`src/rtl/alu_if.sv`:
```
// Operand/control bundle into the execute-stage ALU plus its registered result.
// Latency: none (wiring only); the result side is driven by the ALU register.
// Backpressure: none; a new control word may be presented every cycle.
interface alu_if;
  logic [17:0] Op_in;   // [17] reserved, [16] result enable, [15:0] one-hot select
  logic [31:0] input1;  // operand A
  logic [31:0] input2;  // operand B, [4:0] doubles as shift amount
  logic [31:0] out_32;  // registered result

  modport master (output Op_in, output input1, output input2, input out_32);
  modport slave  (input Op_in, input input1, input input2, output out_32);
endinterface

```
`src/rtl/alu.sv`:
```
// 32-bit execute-stage ALU: 16 one-hot-selected operations, lowest set bit wins.
// Latency: 1 cycle; the result is captured on the rising edge when Op_in[16] is set.
// Backpressure: none; one operation is accepted per cycle, with no handshake.
module alu (
  input  logic clk,
  input  logic reset,
  alu_if.slave bus
);

  logic [31:0] w_a;
  logic [31:0] w_b;
  logic [4:0]  w_shamt;
  logic [15:0] w_sel;
  logic        w_en;
  logic [31:0] w_ops [16];
  logic [31:0] w_result;
  logic [31:0] r_out;

  // The reserved control bit is deliberately ignored.
  logic        w_unused_reserved;

  assign w_a               = bus.input1;
  assign w_b               = bus.input2;
  assign w_shamt           = bus.input2[4:0];
  assign w_sel             = bus.Op_in[15:0];
  assign w_en              = bus.Op_in[16];
  assign w_unused_reserved = bus.Op_in[17];

  // Compute every candidate result in parallel; the selector picks one below.
  always_comb begin
    w_ops[0]  = w_a + w_b;
    w_ops[1]  = w_a - w_b;
    w_ops[2]  = w_a & w_b;
    w_ops[3]  = w_a | w_b;
    w_ops[4]  = w_a ^ w_b;
    w_ops[5]  = ~(w_a | w_b);
    w_ops[6]  = {31'b0, ($signed(w_a) < $signed(w_b))};
    w_ops[7]  = {31'b0, (w_a < w_b)};
    w_ops[8]  = w_a << w_shamt;
    w_ops[9]  = w_a >> w_shamt;
    w_ops[10] = $unsigned($signed(w_a) >>> w_shamt);
    w_ops[11] = {w_b[15:0], 16'h0000};
    w_ops[12] = w_a * w_b;
    w_ops[13] = w_a;
    w_ops[14] = w_b;
    w_ops[15] = ~w_a;
  end

  // Priority select: scanning from the top down lets the lowest set bit
  // overwrite higher ones; an all-zero select leaves the result at zero.
  always_comb begin
    w_result = 32'h0000_0000;
    for (int i = 15; i >= 0; i--) begin
      if (w_sel[i]) begin
        w_result = w_ops[i];
      end
    end
  end

  // Result register: reset beats enable, otherwise hold when not enabled.
  always_ff @(posedge clk) begin
    if (reset) begin
      r_out <= 32'h0000_0000;
    end else if (w_en) begin
      r_out <= w_result;
    end
  end

  assign bus.out_32 = r_out;

endmodule

```
`src/flat_wrapper.sv`:
```
// flat-port wrapper written by rule: the top's interface ports become plain ports
module alu_flat 
  (clk, reset, bus_Op_in, bus_input1, bus_input2, bus_out_32);
  alu_if bus_i ();
  input  logic clk;
  input  logic reset;
  input wire logic [$bits(bus_i.Op_in)-1:0] bus_Op_in;
  input wire logic [$bits(bus_i.input1)-1:0] bus_input1;
  input wire logic [$bits(bus_i.input2)-1:0] bus_input2;
  output wire logic [$bits(bus_i.out_32)-1:0] bus_out_32;
  assign bus_i.Op_in = bus_Op_in;
  assign bus_i.input1 = bus_input1;
  assign bus_i.input2 = bus_input2;
  assign bus_out_32 = bus_i.out_32;
  alu u_core (.clk(clk), .reset(reset), .bus(bus_i));
endmodule
```
`config.mk`:
```
export PLATFORM = sky130hd
export DESIGN_NAME = alu_flat
export DESIGN_NICKNAME = d
export VERILOG_FILES = /design/src/rtl/alu_if.sv /design/src/rtl/alu.sv /design/src/flat_wrapper.sv
export SDC_FILE = /design/constraint.sdc
export NUM_CORES = 2
export LEC_CHECK = 0
export ABC_AREA = 1
export CAP_MARGIN = 10
export CORE_MARGIN = 1.5
export CORE_UTILIZATION = 50
export DETAILED_ROUTE_END_ITERATION = 7
export PLACE_DENSITY_LB_ADDON = 0.25
export SYNTH_ARGS = -nofsm -noshare
export SYNTH_HDL_FRONTEND = slang
export SYNTH_SLANG_ARGS = --single-unit
```
`constraint.sdc`:
```
create_clock -name clk -period 10.9 [get_ports clk]
set_input_delay 1.635 -clock clk [delete_from_list [all_inputs] [get_ports clk]]
set_output_delay 1.635 -clock clk [all_outputs]
set_load 0.03 [all_outputs]
```
=== Word level (Yosys, flattened, before mapping) ===
Cells that the tools add are included.

* Register bits: 32
* Bits of input ports: 84
* Output and inout port bits: 32
* Word-level logic and storage cells: 30

* $add $sub $neg: 2
* $lt $le $gt $ge: 2
* Multipliers: 1
* Shifts and indexed selects: 3
* Muxes and demuxes: 16
* Bitwise operators: 5

{| class="wikitable"
|+ Operators by type and width
! cell !! number
|-
| 32-bit 2-to-1 mux || 16
|-
| 32-bit < comparator || 2
|-
| 32-bit inverter || 2
|-
| 32-bit adder || 1
|-
| 32-bit AND || 1
|-
| 32-bit by 32-bit multiplier with 32-bit output || 1
|-
| 32-bit bitwise OR || 1
|-
| 32-bit by 5-bit << shifter with 32-bit output || 1
|-
| 32-bit by 5-bit right shift with 32-bit output || 1
|-
| 32-bit by 5-bit >>> shifter with 32-bit output || 1
|-
| 32-bit subtractor || 1
|-
| 32-bit bitwise XOR || 1
|}

=== Longest topological paths before layout ===
* Depth in word-level cells: 17
* Mapped depth: 49
* Mapped depth without buffers: 45

=== Worst setup path before layout ===
OpenSTA, ideal clock, no wires.

* Path kind: input port to flip-flop
* Start point: input bus_input2[2]
* End point: register u_core.r_out[27], in the netlist u_core.bus.out_32[27]
* Arrival time: 8997 ps
* Stages on the path: 42
* Setup time: 122 ps
* Path buffers: 6
* Setup slack: 1781 ps
* Data required time: 10778 ps
* Path through: buf_2 -> buf_2 -> buf_2 -> buf_2 -> buf_1 -> buf_1 -> nand2_1 -> inv_1 -> fa_1 -> inv_1 -> fa_1 -> fa_1 -> fa_1 -> inv_1 -> fa_1 -> inv_1 -> fa_1 -> inv_1 -> (+6 left out) -> nand3_1 -> nand2_1 -> nand2_1 -> a21boi_1 -> xor2_1 -> nand2_1 -> nand3_1 -> nand2_1 -> nand3_1 -> nand3_1 -> nand2_1 -> nand2_1 -> nand2_1 -> nand2_1 -> nand2_1 -> nand2_1 -> nand2_1 -> a21oi_2

* Cells in the longest elaborated chain, start to end: 14
* Elaborated cells between the ends (all ways): 19
* Those cells by class: 2 x add/sub; 1 x mul; 3 x shift; 13 x mux

{| class="wikitable"
|+ RTL lines
! what !! line !! RTL
|-
| start: declaration || flat_wrapper.sv:9 || <nowiki>input wire logic [$bits(bus_i.input2)-1:0] bus_input2;</nowiki>
|-
| 32-bit by 32-bit multiplier with 32-bit output || alu.sv:43 || <nowiki>w_ops[12] = w_a * w_b;</nowiki>
|-
| 32-bit 2-to-1 mux (12 in series) || alu.sv:54 || <nowiki>if (w_sel[i]) begin</nowiki>
|-
| 32-bit 2-to-1 mux (*) || alu.sv:54 ||
|-
| end signal: assignment || alu.sv:65 || <nowiki>r_out <= w_result;</nowiki>
|-
| end: declaration || alu.sv:17 || <nowiki>logic [31:0] r_out;</nowiki>
|}

Mark *: on every way between the ends. The rest lies on a longest branch, timed or not.
A chain may end at the register's enable or synchronous reset.

=== Worst setup path in the final report ===
* Start point: input bus_input2[7]
* End point: register u_core.r_out[27], in the netlist u_core.bus.out_32[27]

Same word-level chain as after synthesis.

==> flow_summary.yaml <==
run_status:
  status: "completed"
timing:
  rsz0062_at_grt: "no"
  relSlewSlack_pct: 17.9
  fin_tns_setup_ps: 0
  worst_pin_slew_ps: 1230
  period_needed_ps: 10160
  fmax_mhz: 98.4
  hold_ws_ps: 478
  setup_viol: 0
  fin_crit_sh_pct: 93.2
  hold_viol_final: 0
  fin_skew_ps: 0
  drv_slew: 0
drt:
  drc: 0
  drtIter0Drc: 3472
  routed_wl_mm: 120
  post_drt_via_cell_ratio: 5.83
  drt-wirelength-per-cell_um: 23.3
  via_count: 30100
  ant_nets: 0
  first_pass_iters: 6
logic_synthesis:
  yosys_warnings: 0
  ys_seq_area_share_pct: 2.27
  syn_area_per_cell_um2: 6.38
  netlist_instances: 4432
  async_flop_share_pct: 0
  synthTopCellsByArea: "fa_1 (29%), nand2_1 (16%), inv_1 (13%), ha_1 (9.7%), a21oi_1 (5.6%)"
  ys.flop_type: "dfxtp_1"
  synth_seq_cells: 32
  synth_top_area_cell: "fa_1"
  synth_edf_count: 0
  synth.distinct_cells: 61
  netlist.area_leader.share_pct: 29.0
  synth.cell_area_um2: 28300
  synth_nets: 5146
final_layout:
  seq_area_um2: 641
  multiInputGateArea_um2: 22800
  final_area_um2: 30300
  nets: 5121
  largest_reg_flops: 32
  syn2layout_area_growth_pct: 7.06
  fillers: 5693
  layout-drive-gt1-share_pct: 4.97
  final_util_pct: 54.5
global_routing:
  grt_start_max_net_pins: 71
  overflow: 0
  grt_usage_pct: 41.7
  antenna_found_initial: 8
  grt_pass1_wl_mm: 179
  first_global_vias: 28900
run:
  maxCapViolations: 0
clocking:
  cts.sinks: 32
  h-tree-depth: 2
  clock_path_buffers: 2
  insertion_delay_ps: 300
  cts_buffers: 5
  cts_hold_buf: 0
  cts_root_buf: "clkbuf_16"
  post_cts_buffers: 0
  clkTransAtPathRegs_ps: 70
  cts_resized: 0
  cts_tree: "built"
floorplanning:
  rows: 86
  initial_core_util_pct: 50.9
  core_area_um2: 55500
  die_x_um: 241
  io_pins: 116
  die_height_um: 241
  dieArea_um2: 58000
placed_design:
  place_congestion: 1.05
  place_area_um2: 30100
  hpwl_mm: 95.9
  portBuffers: 114
critical_path:
  critical_path_arrival_ps: 10340
  cp-end-kind: "flop"
  cp.required_ps: 11080
  cp_top_family: "adder cells"
  criticalPathCategory: "in -> reg"
  start_kind: "input port"
  worst_path_most_repeated_cell: "nand2_1"
  path_buf_inv: 6
  worst_path_largest_cell_delay_ps: 1090
  cp_max_fo: 11
  crit_slowest_cell: "clkdlybuf4s50_1"
hold_path:
  hp-class: "reg -> reg"
[cell usage after synthesis, types with 8 or more instances]
cell type and n:
nand2_1 1174, inv_1 962, fa_1 410, a21oi_1 315
o21ai_0 291, ha_1 220, nor2_1 206, nand3_1 155
clkbuf_1 150, buf_2 59, buf_1 48, o211ai_1 46
o21ai_1 37, dfxtp_1 32, xor2_1 28, a22oi_1 26
nor3_1 21, a31oi_1 17, nand4_1 16, inv_2 15
o221ai_1 14, mux2i_1 13, a21oi_2 12, a221oi_1 12
xnor2_1 12, o22ai_1 11, or2_2 11, o21ai_2 10
nand3b_1 9, nand2_2 8
[layout by cell type, fill, tap and decap left out, drive strengths merged, types with 100 or more instances in the layout]
cell | Yosys | final
a21oi | 329 | 329
buf | 115 | 136
clkdlybuf4s50 | 0 | 100
fa | 410 | 410
ha | 220 | 220
inv | 977 | 977
nand2 | 1182 | 1182
nand3 | 160 | 160
nor2 | 207 | 207
o21ai | 338 | 338
[through the flow]
| stage | setup slack (ps) | std cells |
|---|---|---|
| after detailed placement | 714 | 5148 |
| after CTS | 987 | 5156 |
| after global routing | 524 | 5156 |
| final | 741 | 5160 |
| after floorplan | 1780 | 4432 |
| after global placement | 705 | 5148 |
[cell type report]
class | count | area share, %
multi-input cells | 3150 | 75.4
inverters | 982 | 12.2
repair buffers | 236 | 6.71
well taps | 748 | 3.09
flip-flops and latches | 32 | 2.12
clock buffers | 5 | 0.414
clock inverters | 3 | 0.0620
diodes | 4 | 0.0331
[final timing paths]
check | from | slack [ps] | cells after the start | end
worst max-delay path | bus_input2[7] | 740 | 37 | u_core.bus.out_32[27]
worst min-delay path | u_core.bus.out_32[3] | 480 | 2 | u_core.bus.out_32[3]
worst max register to register | u_core.bus.out_32[7] | 10100 | 2 | u_core.bus.out_32[7]
worst min register to register | u_core.bus.out_32[3] | 480 | 2 | u_core.bus.out_32[3]
[worst min-delay path: stages (launching register included)]
cell     delay (ps)
dfxtp_1         320
nand2_1          60
a21oi_1          50
[per-layer routing]
metal  wire length [um]  GRT usage, %  up-vias
met5                 23             0        -
met2              51600          64.1     1901
met4               8730          25.0        4
li1                   -             -    13500
met1              46000          54.8    14200
met3              13800          7.75      436
[logic make-up (layout without fill, tap and decap cells)]
kind of cell | Yosys count | after routing | share of synthesized area (%)
compound gates | 849 | 849 | 17.3
xor+xnor | 40 | 40 | 1.24
fa+ha+maj | 630 | 630 | 38.8
buf+inv | 1250 | 1226 | 17.0
flops | 32 | 32 | 2.27
mux | 13 | 13 | 0.460
other cells | 0 | 4 | 0
simple gates | 1618 | 1618 | 23.0
Power is left out: the tool's default activity adds up to more than one toggle a clock period on the data nets, which glitch-free logic cannot reach.
